--- config.mk ---
export PLATFORM = sky130hd
export DESIGN_NAME = wpn_attack_ctrl_flat
export DESIGN_NICKNAME = d
export VERILOG_FILES = /design/src/rtl/wpn_attack_if.sv /design/src/rtl/wpn_attack_ctrl.sv /design/src/flat_wrapper.sv
export SDC_FILE = /design/constraint.sdc
export NUM_CORES = 1
export LEC_CHECK = 0
export BUFFER_PORTS_ARGS = -buffer_cell sky130_fd_sc_hd__buf_2
export CAP_MARGIN = 20
export CORE_ASPECT_RATIO = 1.1
export CORE_UTILIZATION = 45
export CTS_CLUSTER_SIZE = 8
export DETAILED_ROUTE_END_ITERATION = 12
export HOLD_SLACK_MARGIN = 0.06
export MAX_ROUTING_LAYER = met4
export PLACE_DENSITY_LB_ADDON = 0.12
export SYNTH_ARGS = -nofsm -noshare
export SYNTH_HDL_FRONTEND = slang
export SYNTH_SLANG_ARGS = --single-unit
--- constraint.sdc ---
create_clock -name clk -period 2.56 [get_ports clk]
set_clock_uncertainty 0.2 [all_clocks]
set_input_delay 0.512 -clock clk [delete_from_list [all_inputs] [get_ports clk]]
set_output_delay 0.512 -clock clk [all_outputs]
set_load 0.005 [all_outputs]
--- src/rtl/wpn_attack_if.sv ---
// rtl/wpn_attack_if.sv - control and sprite/hit signals of the weapon attack sequencer
interface wpn_attack_if;
   logic       frame_tick;
   logic       mouse_left;
   logic       attack_en;
   logic       flip_h;
   logic       draw_weapon;
   logic [2:0] wpn_pose;
   logic       wpn_flip;
   logic       hit_active;
   logic       busy;
   logic [7:0] attack_cnt;

   modport slave (
      input  frame_tick, mouse_left, attack_en, flip_h,
      output draw_weapon, wpn_pose, wpn_flip, hit_active, busy, attack_cnt
   );

   modport master (
      output frame_tick, mouse_left, attack_en, flip_h,
      input  draw_weapon, wpn_pose, wpn_flip, hit_active, busy, attack_cnt
   );
endinterface

--- src/rtl/wpn_attack_ctrl.sv ---
// rtl/wpn_attack_ctrl.sv - melee attack sequencer: WINDUP/SWING/RECOVER/COOLDOWN paced by frame ticks
module wpn_attack_ctrl #(
   parameter int WINDUP_FRAMES   = 3,
   parameter int SWING_FRAMES    = 8,
   parameter int RECOVER_FRAMES  = 4,
   parameter int COOLDOWN_FRAMES = 10,
   parameter int POSE_MAX        = 7
) (
   input logic         clk,
   input logic         rst_n,
   wpn_attack_if.slave bus
);
   localparam int CW = 8;

   typedef enum logic [2:0] {
      S_IDLE, S_WINDUP, S_SWING, S_RECOVER, S_COOLDOWN
   } state_t;

   state_t        state;
   logic [CW-1:0] cnt;
   logic [CW-1:0] lim;
   logic          pending;
   logic          sync1, sync2, sync3, press;
   logic          expire;
   logic          draw_r, flip_r, hit_r, busy_r;
   logic [2:0]    pose_r;
   logic [7:0]    acnt_r;

   // press is registered so the WINDUP entry lands exactly three clocks after capture
   always_ff @(posedge clk or negedge rst_n) begin
      if (!rst_n) begin
         sync1 <= 1'b0;
         sync2 <= 1'b0;
         sync3 <= 1'b0;
         press <= 1'b0;
      end else begin
         sync1 <= bus.mouse_left;
         sync2 <= sync1;
         sync3 <= sync2;
         press <= sync2 & ~sync3;
      end
   end

   always_comb begin
      lim = '0;
      case (state)
         S_WINDUP:   lim = CW'(WINDUP_FRAMES - 1);
         S_SWING:    lim = CW'(SWING_FRAMES - 1);
         S_RECOVER:  lim = CW'(RECOVER_FRAMES - 1);
         S_COOLDOWN: lim = CW'(COOLDOWN_FRAMES - 1);
         default:    lim = '0;
      endcase
   end

   assign expire = bus.frame_tick && (cnt == lim);

   // outputs are updated together with the state so hit_active never outlives SWING
   always_ff @(posedge clk or negedge rst_n) begin
      if (!rst_n) begin
         state   <= S_IDLE;
         cnt     <= '0;
         pending <= 1'b0;
         draw_r  <= 1'b0;
         pose_r  <= 3'd0;
         flip_r  <= 1'b0;
         hit_r   <= 1'b0;
         busy_r  <= 1'b0;
         acnt_r  <= 8'd0;
      end else if (!bus.attack_en) begin
         state   <= S_IDLE;
         cnt     <= '0;
         pending <= 1'b0;
         draw_r  <= 1'b0;
         pose_r  <= 3'd0;
         hit_r   <= 1'b0;
         busy_r  <= 1'b0;
      end else begin
         case (state)
            S_IDLE: begin
               if (press) begin
                  state  <= S_WINDUP;
                  cnt    <= '0;
                  flip_r <= bus.flip_h;
                  draw_r <= 1'b1;
                  pose_r <= 3'd0;
                  busy_r <= 1'b1;
               end
            end
            S_WINDUP: begin
               if (expire) begin
                  state  <= S_SWING;
                  cnt    <= '0;
                  pose_r <= 3'd0;
                  hit_r  <= 1'b1;
               end else if (bus.frame_tick) begin
                  cnt <= cnt + CW'(1);
               end
            end
            S_SWING: begin
               if (expire) begin
                  state  <= S_RECOVER;
                  cnt    <= '0;
                  hit_r  <= 1'b0;
                  acnt_r <= acnt_r + 8'd1;
               end else if (bus.frame_tick) begin
                  cnt <= cnt + CW'(1);
                  if (pose_r < 3'(POSE_MAX))
                     pose_r <= pose_r + 3'd1;
               end
            end
            S_RECOVER: begin
               if (press)
                  pending <= 1'b1;
               if (expire) begin
                  state  <= S_COOLDOWN;
                  cnt    <= '0;
                  draw_r <= 1'b0;
                  pose_r <= 3'd0;
               end else if (bus.frame_tick) begin
                  cnt <= cnt + CW'(1);
               end
            end
            S_COOLDOWN: begin
               if (expire) begin
                  cnt     <= '0;
                  pending <= 1'b0;
                  if (pending || press) begin
                     state  <= S_WINDUP;
                     flip_r <= bus.flip_h;
                     draw_r <= 1'b1;
                     pose_r <= 3'd0;
                  end else begin
                     state  <= S_IDLE;
                     busy_r <= 1'b0;
                  end
               end else begin
                  if (press)
                     pending <= 1'b1;
                  if (bus.frame_tick)
                     cnt <= cnt + CW'(1);
               end
            end
            default: begin
               state   <= S_IDLE;
               cnt     <= '0;
               pending <= 1'b0;
               draw_r  <= 1'b0;
               pose_r  <= 3'd0;
               hit_r   <= 1'b0;
               busy_r  <= 1'b0;
            end
         endcase
      end
   end

   assign bus.draw_weapon = draw_r;
   assign bus.wpn_pose    = pose_r;
   assign bus.wpn_flip    = flip_r;
   assign bus.hit_active  = hit_r;
   assign bus.busy        = busy_r;
   assign bus.attack_cnt  = acnt_r;
endmodule

--- src/flat_wrapper.sv ---
// flat-port wrapper written by rule: the top's interface ports become plain ports
module wpn_attack_ctrl_flat 
#(
   parameter int WINDUP_FRAMES   = 3,
   parameter int SWING_FRAMES    = 8,
   parameter int RECOVER_FRAMES  = 4,
   parameter int COOLDOWN_FRAMES = 10,
   parameter int POSE_MAX        = 7
)
  (clk, rst_n, bus_frame_tick, bus_mouse_left, bus_attack_en, bus_flip_h, bus_draw_weapon, bus_wpn_pose, bus_wpn_flip, bus_hit_active, bus_busy, bus_attack_cnt);
  wpn_attack_if bus_i ();
  input logic clk;
  input logic rst_n;
  input wire logic [$bits(bus_i.frame_tick)-1:0] bus_frame_tick;
  input wire logic [$bits(bus_i.mouse_left)-1:0] bus_mouse_left;
  input wire logic [$bits(bus_i.attack_en)-1:0] bus_attack_en;
  input wire logic [$bits(bus_i.flip_h)-1:0] bus_flip_h;
  output wire logic [$bits(bus_i.draw_weapon)-1:0] bus_draw_weapon;
  output wire logic [$bits(bus_i.wpn_pose)-1:0] bus_wpn_pose;
  output wire logic [$bits(bus_i.wpn_flip)-1:0] bus_wpn_flip;
  output wire logic [$bits(bus_i.hit_active)-1:0] bus_hit_active;
  output wire logic [$bits(bus_i.busy)-1:0] bus_busy;
  output wire logic [$bits(bus_i.attack_cnt)-1:0] bus_attack_cnt;
  assign bus_i.frame_tick = bus_frame_tick;
  assign bus_i.mouse_left = bus_mouse_left;
  assign bus_i.attack_en = bus_attack_en;
  assign bus_i.flip_h = bus_flip_h;
  assign bus_draw_weapon = bus_i.draw_weapon;
  assign bus_wpn_pose = bus_i.wpn_pose;
  assign bus_wpn_flip = bus_i.wpn_flip;
  assign bus_hit_active = bus_i.hit_active;
  assign bus_busy = bus_i.busy;
  assign bus_attack_cnt = bus_i.attack_cnt;
  wpn_attack_ctrl #(.WINDUP_FRAMES(WINDUP_FRAMES), .SWING_FRAMES(SWING_FRAMES), .RECOVER_FRAMES(RECOVER_FRAMES), .COOLDOWN_FRAMES(COOLDOWN_FRAMES), .POSE_MAX(POSE_MAX)) u_core (.clk(clk), .rst_n(rst_n), .bus(bus_i));
endmodule
==> results.md, run 1 <==
* Chip width at roughly 63 µm
* Post-Synthesis Cells at 189
* Clock Path Buffers at 2
* Slew @ Worst Pin at approximately 700 ps
* Cells after DPL at 260
* Hold Crit Class: input pin to asynchronous set/reset pin
* Min Tclk post-route at 2380 ps
* Synth Area in Simple Gates at 0.262
* CP endpoint kind: flop
* Relative slew margins at 0.532
* Setup bufs post-CTS at 0
* Post-DP HPWL at roughly 3200 µm
* Final wirelength at between 4000 and 5000 µm
* Number of hold buffers added after CTS at 0
* Crit start category: flop
* Fmax at 420 MHz
* CTS root buf: clkbuf_8
* Max cap viols at 0
* Final WS setup at between 150 and 200 ps
* Layout area overhead at 14.6%
* Pre-CTS setup slack at between 200 and 250 ps
* Flip-flop and latch area at 776 µm²
* PortBufs at 20
* Synth Register Bits at 31
* Seq/Total Area, Yosys at 0.420
* Ant diodes at 0
* CP max-delay cell: or4_4
* Max VDD drop at around 0.0004 V
* Remaining DRCs at 0
* Synthesized cell area at 1850 µm²
* Main combinational cell family by area after synthesis: simple AND/OR/NAND/NOR gates
* Critical path class: flop to flop
* DR vias at ~1600
* First-pass GRT wire length at roughly 7400 µm
* Antenna viol nets, final at 0
* Crit-path leading delay family: simple AND/OR/NAND/NOR gates
* CP bufs+invs at 1
* Layout cells sized above 1 at 0.227
* Pwr Density at roughly 800 nW/µm²
* Slowest stage delay, CP at around 520 ps
* GR Overflow Total at 0
* Endpoints failing setup at 0
* Gr usage total at 0.225
* Largest net degree at the start of global routing at 32
* Vias in the first global route at between 1500 and 2000
* Ys Warns at 0
* Leak Pwr at roughly 1 nW
* Area fraction in compound gates after synthesis at 0.159
* Worst-path clk slew at roughly 70 ps
* Max H-tree Level at 2
* # clock sinks at 31
* WL/cell at roughly 16 µm
* Data required, critical path at between 2000 and 3000 ps
* CP Data Arrival Time at 2380 ps
* GP Congestion at 0.797
* Area share of fa/ha/maj cells after synthesis at 0.0203
* Mux cell area share after synthesis at 0.0292
* TritonCTS clock tree: yes
* Crit-path cells: or4_4, a31oi_4, o22ai_2, buf_4, nor4_4, xor2_1
* Status: finished, final reports clean
* Cell variety after synth at 50
* Period utilization at 0.931
* CTS Buf Count at 5
* Unrepaired setup endpoints after global routing: no
* DRT Pass-1 Iters at 4
* Core box area at roughly 4000 µm²
* Nets@finish at ~220
* Filler instances at between 300 and 400
* Post-synthesis xor/xnor area fraction at 0.0712
* Critical path fanouts, max at 10
* Initial DRC Count at ~110
* Final Max Tran Viols at 0
* Mean Syn Cell Area at 9.76 µm²
* Area of the multi-input gates at 1000 µm²
* Worst skew pair latency at approximately 280 ps
* Initial antenna violation count at 0
* Post-cts repair resize count at 0
* Post-synth EDFFs at 0
* I/O Pins at 21
* Final cell count without fillers at 268
* Fin. Hold Viols at 0
* Post-synth top flop: dfrtp_1
* Row cnt at 24
* Die Ht at ~69 µm
* Post-Syn Nets at approximately 200
* Initial Util at 0.469
* Setup_tns at 0 ps
* FFs w/ async S/R, synth at 1.00
* DR vias/cell at just under 6
* Die area at between 4000 and 5000 µm²
-- layout by cell type (no fill, tap or decap), types with 2 or more instances in the layout --
cell type / instances
a211oi_1: 4
a21o_1: 4
a21oi_1: 9
a22o_1: 2
and3_1: 3
buf_2: 20
buf_4: 10
clkbuf_8: 5
clkinv_2: 3
dfrtp_1: 31
ha_1: 3
inv_1: 4
mux2_2: 2
mux2i_1: 2
nand2_1: 15
nand3_1: 11
nand4_1: 8
nor2_1: 7
nor2b_1: 6
nor3_1: 7
nor4_1: 8
nor4bb_1: 2
o211a_1: 2
o211ai_1: 3
o21ai_0: 5
or2_2: 2
xnor2_1: 9
xor2_1: 6
-- layer usage --
layer	up-vias	routed length (µm)	track usage
met5	-	0	-
met4	0	93	0.0749
met3	9	168	0.0497
met2	39	2220	0.385
met1	789	1890	0.256
li1	761	-	-
-- worst reg2reg max path: cells and delay by family (launching register included) --
family	cells	cell delay, ps
simple gates	2	820
xor+xnor	1	190
buf+inv	1	220
flops	1	440
compound gates	2	430
-- final timing paths --
path	from	endpoint	slack [ps]	cells past startpoint
min reg2reg	u_core.sync1	u_core.sync2	150	0
max reg2reg	u_core.state[0]	u_core.bus.attack_cnt[7]	180	6
min in group clk	bus_mouse_left	u_core.sync1	140	1
min	rst_n	u_core.cnt[2]	70	1
max	u_core.state[0]	u_core.bus.attack_cnt[7]	180	6
max in group asynchronous	rst_n	u_core.bus.wpn_flip	1640	1
-- final cells by class --
type	instances	area share
clock buffers	5	0.0325
repair buffers	30	0.0828
flip-flops and latches	31	0.367
clock inverters	3	0.00710
multi-input cells	143	0.473
well taps	52	0.0308
inverters	4	0.00710
-- metrics by stage --
| step | hold WS (ps) | instance area [µm²] | power [W] | utilization |
|---|---|---|---|---|
| global route | 127 | 2120 | 0.00181 | 0.538 |
| detailed placement | 136 | 2030 | 0.00133 | 0.517 |
| finish | 69.9 | 2120 | 0.00170 | 0.538 |
| floorplan | 16.4 | 1850 | 0.00110 | - |
| CTS | 96.9 | 2120 | 0.00171 | 0.538 |
| global placement | 144 | 2030 | 0.00131 | 0.517 |
-- kinds of logic after synthesis --
family	after synthesis
fa+ha+maj	3
compound gates	39
mux	5
xor+xnor	15
flops	31
simple gates	81
buf+inv	15
-- where the power goes --
part | leakage, nW | switching [W] | total [W] | internal, W
logic | 0.542 | 0.000406 | 0.000727 | 0.000321
clock network | 0.0477 | 0.000181 | 0.000366 | 0.000186
registers | 0.418 | 0.0000596 | 0.000608 | 0.000548
total | 1.01 | 0.000646 | 0.00170 | 0.00105
-- sequential cells by signal (all words and copies together) (netlist names) --
register	cells
u_core.bus.attack_cnt	8
u_core.cnt	8
u_core.bus.wpn_pose	3
u_core.state	3
u_core.bus.busy	1
u_core.bus.draw_weapon	1
u_core.bus.hit_active	1
u_core.bus.wpn_flip	1
u_core.pending	1
u_core.press	1
u_core.sync1	1
u_core.sync2	1
u_core.sync3	1
-- cells in the mapped netlist (all sizes together) (2+ instances only) --
master / number / share of area
mux2: 3 / 0.018
buf: 5 / 0.017
a21o: 4 / 0.016
a31oi: 2 / 0.015
o211a: 2 / 0.011
nor2b: 6 / 0.020
a211oi: 5 / 0.023
nor3: 7 / 0.019
xor2: 6 / 0.028
and3: 3 / 0.010
nand4: 8 / 0.027
mux2i: 2 / 0.011
or2: 2 / 0.0068
a22o: 2 / 0.0095
nor4bb: 2 / 0.011
dfrtp: 31 / 0.42
nor4: 10 / 0.045
o21ai: 5 / 0.014
nand3: 11 / 0.030
clkbuf: 6 / 0.012
a21oi: 9 / 0.024
inv: 4 / 0.0081
ha: 3 / 0.020
nor2: 7 / 0.014
xnor2: 9 / 0.043
nand2: 15 / 0.031
o211ai: 3 / 0.012
Note: power is estimated with default switching activity, not from simulation.
==> run 2, diff against run 1 <==
==> constraint.sdc (replaced) <==
create_clock -name clk -period 2.56 [get_ports clk]
set_clock_uncertainty 0.2 [all_clocks]
set_input_delay 0 -clock clk [delete_from_list [all_inputs] [get_ports clk]]
set_output_delay 0 -clock clk [all_outputs]
set_load 0.005 [all_outputs]
==> run 2 against run 1 <==
Effect of this change:
- die area unchanged
- non-clock buffer count is 4 higher
- utilization increased by 1.8 points
- combinational power about the same
- clock power is 16% higher
- sequential share of layout area is 1.2 points lower
- flip-flop and latch count unchanged
- total power increased by 4.0%
- via count fell by 2.1%
- count of clock-buffer cells in the layout rose by 3
- first-iteration DRC count rose by 13%
- largest cell class unchanged
==> results.md, run 2 (same netlist as run 1, synthesis figures left out) <==
* Status: finished, final reports clean (unchanged)
* Worst skew pair latency at 280 ps (about the same)
* Met3 Resource Use GR at 0.0447 (was 0.0497)
* Max VDD drop at 0.000472 V (was 0.000398 V)
* TritonCTS clock tree: yes (unchanged)
* Die area at 4360 µm² (unchanged)
* Max cap viols at 0 (unchanged)
* Clock Path Buffers at 2 (unchanged)
* Ant diodes at 0 (unchanged)
* PortBufs at 20 (unchanged)
* Antenna viol nets, final at 0 (unchanged)
* Slowest stage delay, CP at 560 ps (was 520 ps)
* Relative slew margins at 0.531 (was 0.532)
* First-pass GRT wire length at 7640 µm (was 7420 µm)
* Cells after DPL at 259 (was 260)
* Final Max Tran Viols at 0 (unchanged)
* Layout cells sized above 1 at 0.218 (was 0.227)
* Endpoints failing setup at 0 (unchanged)
* Hold Worst Slack at 99.0 ps (was 69.9 ps)
* I/O Pins at 21 (unchanged)
* Worst setup path start: u_core.cnt[0] (was u_core.state[0])
* GR Overflow Total at 0 (unchanged)
* Met1 usage at 0.268 (was 0.256)
* CP endpoint kind: flop (unchanged)
* Initial antenna violation count at 0 (unchanged)
* Setup_tns at 0 ps (unchanged)
* Crit start category: flop (unchanged)
* Pwr Density at 808 nW/µm² (was 804 nW/µm²)
* Max H-tree Level at 2 (unchanged)
* Final Total Pwr at 0.00177 W (was 0.00170 W)
* CP bufs+invs at 0 (was 1)
* Data required, critical path at 2500 ps (was 2560 ps)
* Hold Crit Class: input pin to asynchronous set/reset pin (unchanged)
* Die Ht at 69.2 µm (unchanged)
* CP max-delay cell: or4_4 (unchanged)
* Gr usage total at 0.231 (was 0.225)
* Row cnt at 24 (unchanged)
* Final wirelength at 4330 µm (was 4380 µm)
* Crit-path cells: or4_4, a31oi_4, o22ai_4, a211oi_2, nor4_1 (was or4_4, a31oi_4, o22ai_2, buf_4, nor4_4, xor2_1)
* CP Data Arrival Time at 2310 ps (was 2380 ps)
* Met2 usage at 0.391 (was 0.385)
* Initial Util at 0.469 (unchanged)
* Worst-path clk slew at 70 ps (about the same)
* Final cell count without fillers at 272 (was 268)
* Critical path fanouts, max at 10 (unchanged)
* Fin. Hold Viols at 0 (unchanged)
* Core box area at 3930 µm² (unchanged)
* Final core occ at 0.556 (was 0.538)
* Post-DP HPWL at 3120 µm (was 3160 µm)
* Unrepaired setup endpoints after global routing: no (unchanged)
* CTS Buf Count at 5 (unchanged)
* Vias in the first global route at 1632 (was 1569)
* Layout area overhead at 18.6% (was 14.6%)
* Commonest non-fill, non-tap cells in the layout: dfrtp_1 (31), buf_2 (20), nand2_1 (15), nand3_1 (11) (was dfrtp_1 (31), buf_2 (20), nand2_1 (15), nand3_1 (11), buf_4 (10))
* CTS root buf: clkbuf_8 (unchanged)
* DR vias/cell at 5.75 (was 5.96)
* DRT Pass-1 Iters at 4 (unchanged)
* Crit-path leading delay family: compound AO/OA/AOI/OAI gates (was simple AND/OR/NAND/NOR gates)
* Largest net degree at the start of global routing at 32 (unchanged)
* Fmax at 422 MHz (was 420 MHz)
* WL/cell at 15.9 µm (was 16.3 µm)
* Chip width at 63.1 µm (unchanged)
* Remaining DRCs at 0 (unchanged)
* DR vias at 1565 (was 1598)
* Critical path class: flop to flop (unchanged)
* Worst R2R Start: u_core.cnt[0] (was u_core.state[0])
* Most common cell after layout, fill and taps aside: dfrtp_1 (unchanged)
* Period utilization at 0.927 (was 0.931)
* Slew @ Worst Pin at 704 ps (was 702 ps)
* Busiest layer in global routing: met2 (unchanged)
* Setup bufs post-CTS at 0 (unchanged)
* Nets@finish at 228 (was 224)
* # clock sinks at 31 (unchanged)
* GP Congestion at 0.827 (was 0.797)
* Initial DRC Count at 125 (was 111)
* Leak Pwr at 1.03 nW (was 1.01 nW)
* Min Tclk post-route at 2370 ps (was 2380 ps)
-- run 2: changes by cell type in the layout (fill, tap and decap cells not counted), sizes merged --
| cell | before | now |
|---|---|---|
| buf | 30 | 29 |
| clkbuf | 5 | 8 |
| clkinv | 3 | 0 |
| dlygate4sd3 | 0 | 5 |
-- run 2: stage by stage --
stage               setup WS [ps]  area (µm²)
detailed placement            136        2020
global placement              210        2020
CTS                           145        2170
global route                 17.4        2190
floorplan                     296        1850
finish                        188        2190
-- run 2: path summary, 6_finish.rpt --
path	slack, ps	depth (start not counted)	end
max	190	5	u_core.cnt[2]
min	100	2	u_core.cnt[6]
max reg2reg	190	5	u_core.cnt[2]
min reg2reg	160	0	u_core.sync2
max in group asynchronous	1610	2	u_core.bus.attack_cnt[0]
min in group clk	160	2	u_core.sync1
-- run 2: timing repair --
item                                    CTS  global route
resized for setup                         0             2
endpoints found under the setup margin    0             3
endpoints found under the hold margin    40             0
hold buffers                              5             0
-- run 2: power by group --
part	leakage (nW)	switching, W	total [W]	internal [W]
Combinational	0.556	0.000403	0.000730	0.000327
Clock	0.0515	0.000178	0.000423	0.000245
Sequential	0.418	0.0000670	0.000615	0.000548
Total	1.03	0.000649	0.00177	0.00112
-- run 2: layer usage --
metal,wire length (µm),up-vias
met1,1840,755
met5,0,-
li1,-,760
met3,135,11
met2,2260,39
met4,95,0
-- run 2: area by class of cell --
class | count | area (µm²)
Clock buffer | 8 | 100
Fill cell | 334 | 1750
Inverter | 4 | 15.0
Multi-Input combinational cell | 143 | 1010
Sequential cell | 31 | 776
Tap cell | 52 | 65.1
Timing Repair Buffer | 34 | 218
==> run 3, diff against run 2 <==
- CORE_UTILIZATION: 45 -> 35
- REMOVE_ABC_BUFFERS: unset -> 1
==> run 3 against run 2 <==
Effect of this change:
- the flow now finishes with violations (design-rule violations)
- via count up 0.45%
- non-clock buffer count is 1 higher
- setup slack better by 33 ps
- sequential power decreased by 2%
- die area is 28% higher
- total power decreased by 0.50%
- critical path type unchanged
- highest routed layer unchanged
==> results.md, run 3 (same netlist as run 1, synthesis figures left out) <==
* CTS Buf Count at 5 (unchanged)
* Nets@finish at 229 (was 228)
* Period utilization at 0.914 (was 0.927)
* Final Total Pwr at 0.00176 W (was 0.00177 W)
* Min Tclk post-route at 2340 ps (was 2370 ps)
* WL/cell at 16.1 µm (was 15.9 µm)
* Critical path fanouts, max at 10 (unchanged)
* Largest net degree at the start of global routing at 32 (unchanged)
* DRT Pass-1 Iters at 8 (was 4)
* Fin. Hold Viols at 0 (unchanged)
* Pwr Density at 804 nW/µm² (was 808 nW/µm²)
* Layout area overhead at 18.6% (about the same)
* FF-to-FF setup slack at 220 ps (was 190 ps)
* # clock sinks at 31 (unchanged)
* Slew @ Worst Pin at 697 ps (was 704 ps)
* Core box area at 5030 µm² (was 3930 µm²)
* CP Data Arrival Time at 2310 ps (about the same)
* Worst R2R Start: u_core.state[1] (was u_core.cnt[0])
* Setup bufs post-CTS at 0 (unchanged)
* Worst skew pair latency at 280 ps (about the same)
* GR Overflow Total at 0 (unchanged)
* Crit start category: flop (unchanged)
* Fmax at 427 MHz (was 422 MHz)
* Crit-path leading delay family: simple AND/OR/NAND/NOR gates (was compound AO/OA/AOI/OAI gates)
* Row cnt at 27 (was 24)
* CP max-delay cell: dfrtp_1 (was or4_4)
* Initial antenna violation count at 0 (unchanged)
* Commonest non-fill, non-tap cells in the layout: dfrtp_1 (31), buf_2 (20), nand2_1 (15), nand3_1 (11), buf_4 (10) (was dfrtp_1 (31), buf_2 (20), nand2_1 (15), nand3_1 (11))
* Status: finished, violations left (was finished, final reports clean)
* Die area at 5570 µm² (was 4360 µm²)
* Leak Pwr at 1.03 nW (about the same)
* Setup_tns at 0 ps (unchanged)
* Max VDD drop at 0.000312 V (was 0.000472 V)
* Initial DRC Count at 51 (was 125)
* FF-to-FF path depth at 6 (was 5)
* Unrepaired setup endpoints after global routing: no (unchanged)
* Clock Path Buffers at 2 (unchanged)
* Initial Util at 0.367 (was 0.469)
* Gr usage total at 0.179 (was 0.231)
* CTS root buf: clkbuf_8 (unchanged)
* I/O Pins at 21 (unchanged)
* CP bufs+invs at 1 (was 0)
* Final wirelength at 4480 µm (was 4330 µm)
* DR vias/cell at 5.63 (was 5.75)
* Layout cells sized above 1 at 0.217 (was 0.218)
* TritonCTS clock tree: yes (unchanged)
* Data required, critical path at 2530 ps (was 2500 ps)
* Post-DP HPWL at 3330 µm (was 3120 µm)
* Flip-flop and latch area at 776 µm² (unchanged)
* Antenna viol nets, final at 0 (unchanged)
* Die Ht at 78.2 µm (was 69.2 µm)
* Most common cell after layout, fill and taps aside: dfrtp_1 (unchanged)
* Crit-path cells: buf_4, or2_2, mux2_2, a211oi_1, xnor2_1, nor4_1 (was or4_4, a31oi_4, o22ai_4, a211oi_2, nor4_1)
* Hold Crit Class: input pin to asynchronous set/reset pin (unchanged)
* Chip width at 71.2 µm (was 63.1 µm)
* DR vias at 1572 (was 1565)
* Slowest stage delay, CP at 480 ps (was 560 ps)
* R2R Path End: u_core.cnt[5] (was u_core.cnt[2])
* Final Max Tran Viols at 0 (unchanged)
* Max H-tree Level at 2 (unchanged)
* Max cap viols at 0 (unchanged)
* Filler instances at 505 (was 334)
* Remaining DRCs at 1 (was 0)
* Ant diodes at 0 (unchanged)
* PortBufs at 20 (unchanged)
* Area of the multi-input gates at 1000 µm² (was 1010 µm²)
* CP endpoint kind: flop (unchanged)
* Vias in the first global route at 1551 (was 1632)
* Critical path class: flop to flop (unchanged)
* Worst-path clk slew at 70 ps (about the same)
* Relative slew margins at 0.535 (was 0.531)
* First-pass GRT wire length at 7430 µm (was 7640 µm)
* Endpoints failing setup at 0 (unchanged)
* Failing checks: design-rule violations
* GP Congestion at 0.830 (was 0.827)
[run 3: layer usage]
layer / part of all wire / vias up / GRT usage
li1: - / 766 / -
met1: 0.45 / 768 / 0.207
met2: 0.51 / 33 / 0.306
met3: 0.032 / 5 / 0.0398
met4: 0.0089 / 0 / 0.0600
met5: 0 / - / -
[run 3: through the flow]
stage          hold slack [ps]  utilization  instance area, µm²  std cells  worst slack, ps
6_report                  99.1        0.435                2190        279              220
5_1_grt                    155        0.435                2190        279             52.4
4_1_cts                    129        0.435                2190        279              211
3_5_place_dp              -111        0.405                2040        266              241
3_3_place_gp              -118        0.405                2040        266              321
2_1_floorplan             -496            -                1790        178             45.0
[run 3: how the worst max path moves through the flow]
stage                                from                        to  slack [ps]  cells past startpoint
after global routing      u_core.state[1]             u_core.cnt[5]          50                      6
after global placement      u_core.cnt[1]  u_core.bus.attack_cnt[7]         320                      6
after detailed placement  u_core.state[1]             u_core.cnt[5]         240                      6
after CTS                 u_core.state[1]             u_core.cnt[5]         210                      6
after floorplan           u_core.state[2]             u_core.cnt[2]          50                      5
final                     u_core.state[1]             u_core.cnt[5]         220                      6
[run 3: final cells by class]
cell class | count | area share
timing repair buffer | 35 | 0.103
clock buffer | 8 | 0.0457
sequential | 31 | 0.354
tap | 58 | 0.0331
inverter | 4 | 0.00686
multi-input combinational | 143 | 0.457
[run 3: what timing repair did]
item | CTS | global route
endpoints found under the hold margin | 40 | 0
hold buffers | 5 | 0
resized for setup | 0 | 0
[run 3: power breakdown]
part / leakage (nW) / internal, W / switching [W] / total, W
registers: 0.418 / 0.000548 / 0.0000530 / 0.000601
clock network: 0.0515 / 0.000245 / 0.000179 / 0.000424
logic: 0.564 / 0.000318 / 0.000416 / 0.000734
total: 1.03 / 0.00111 / 0.000648 / 0.00176
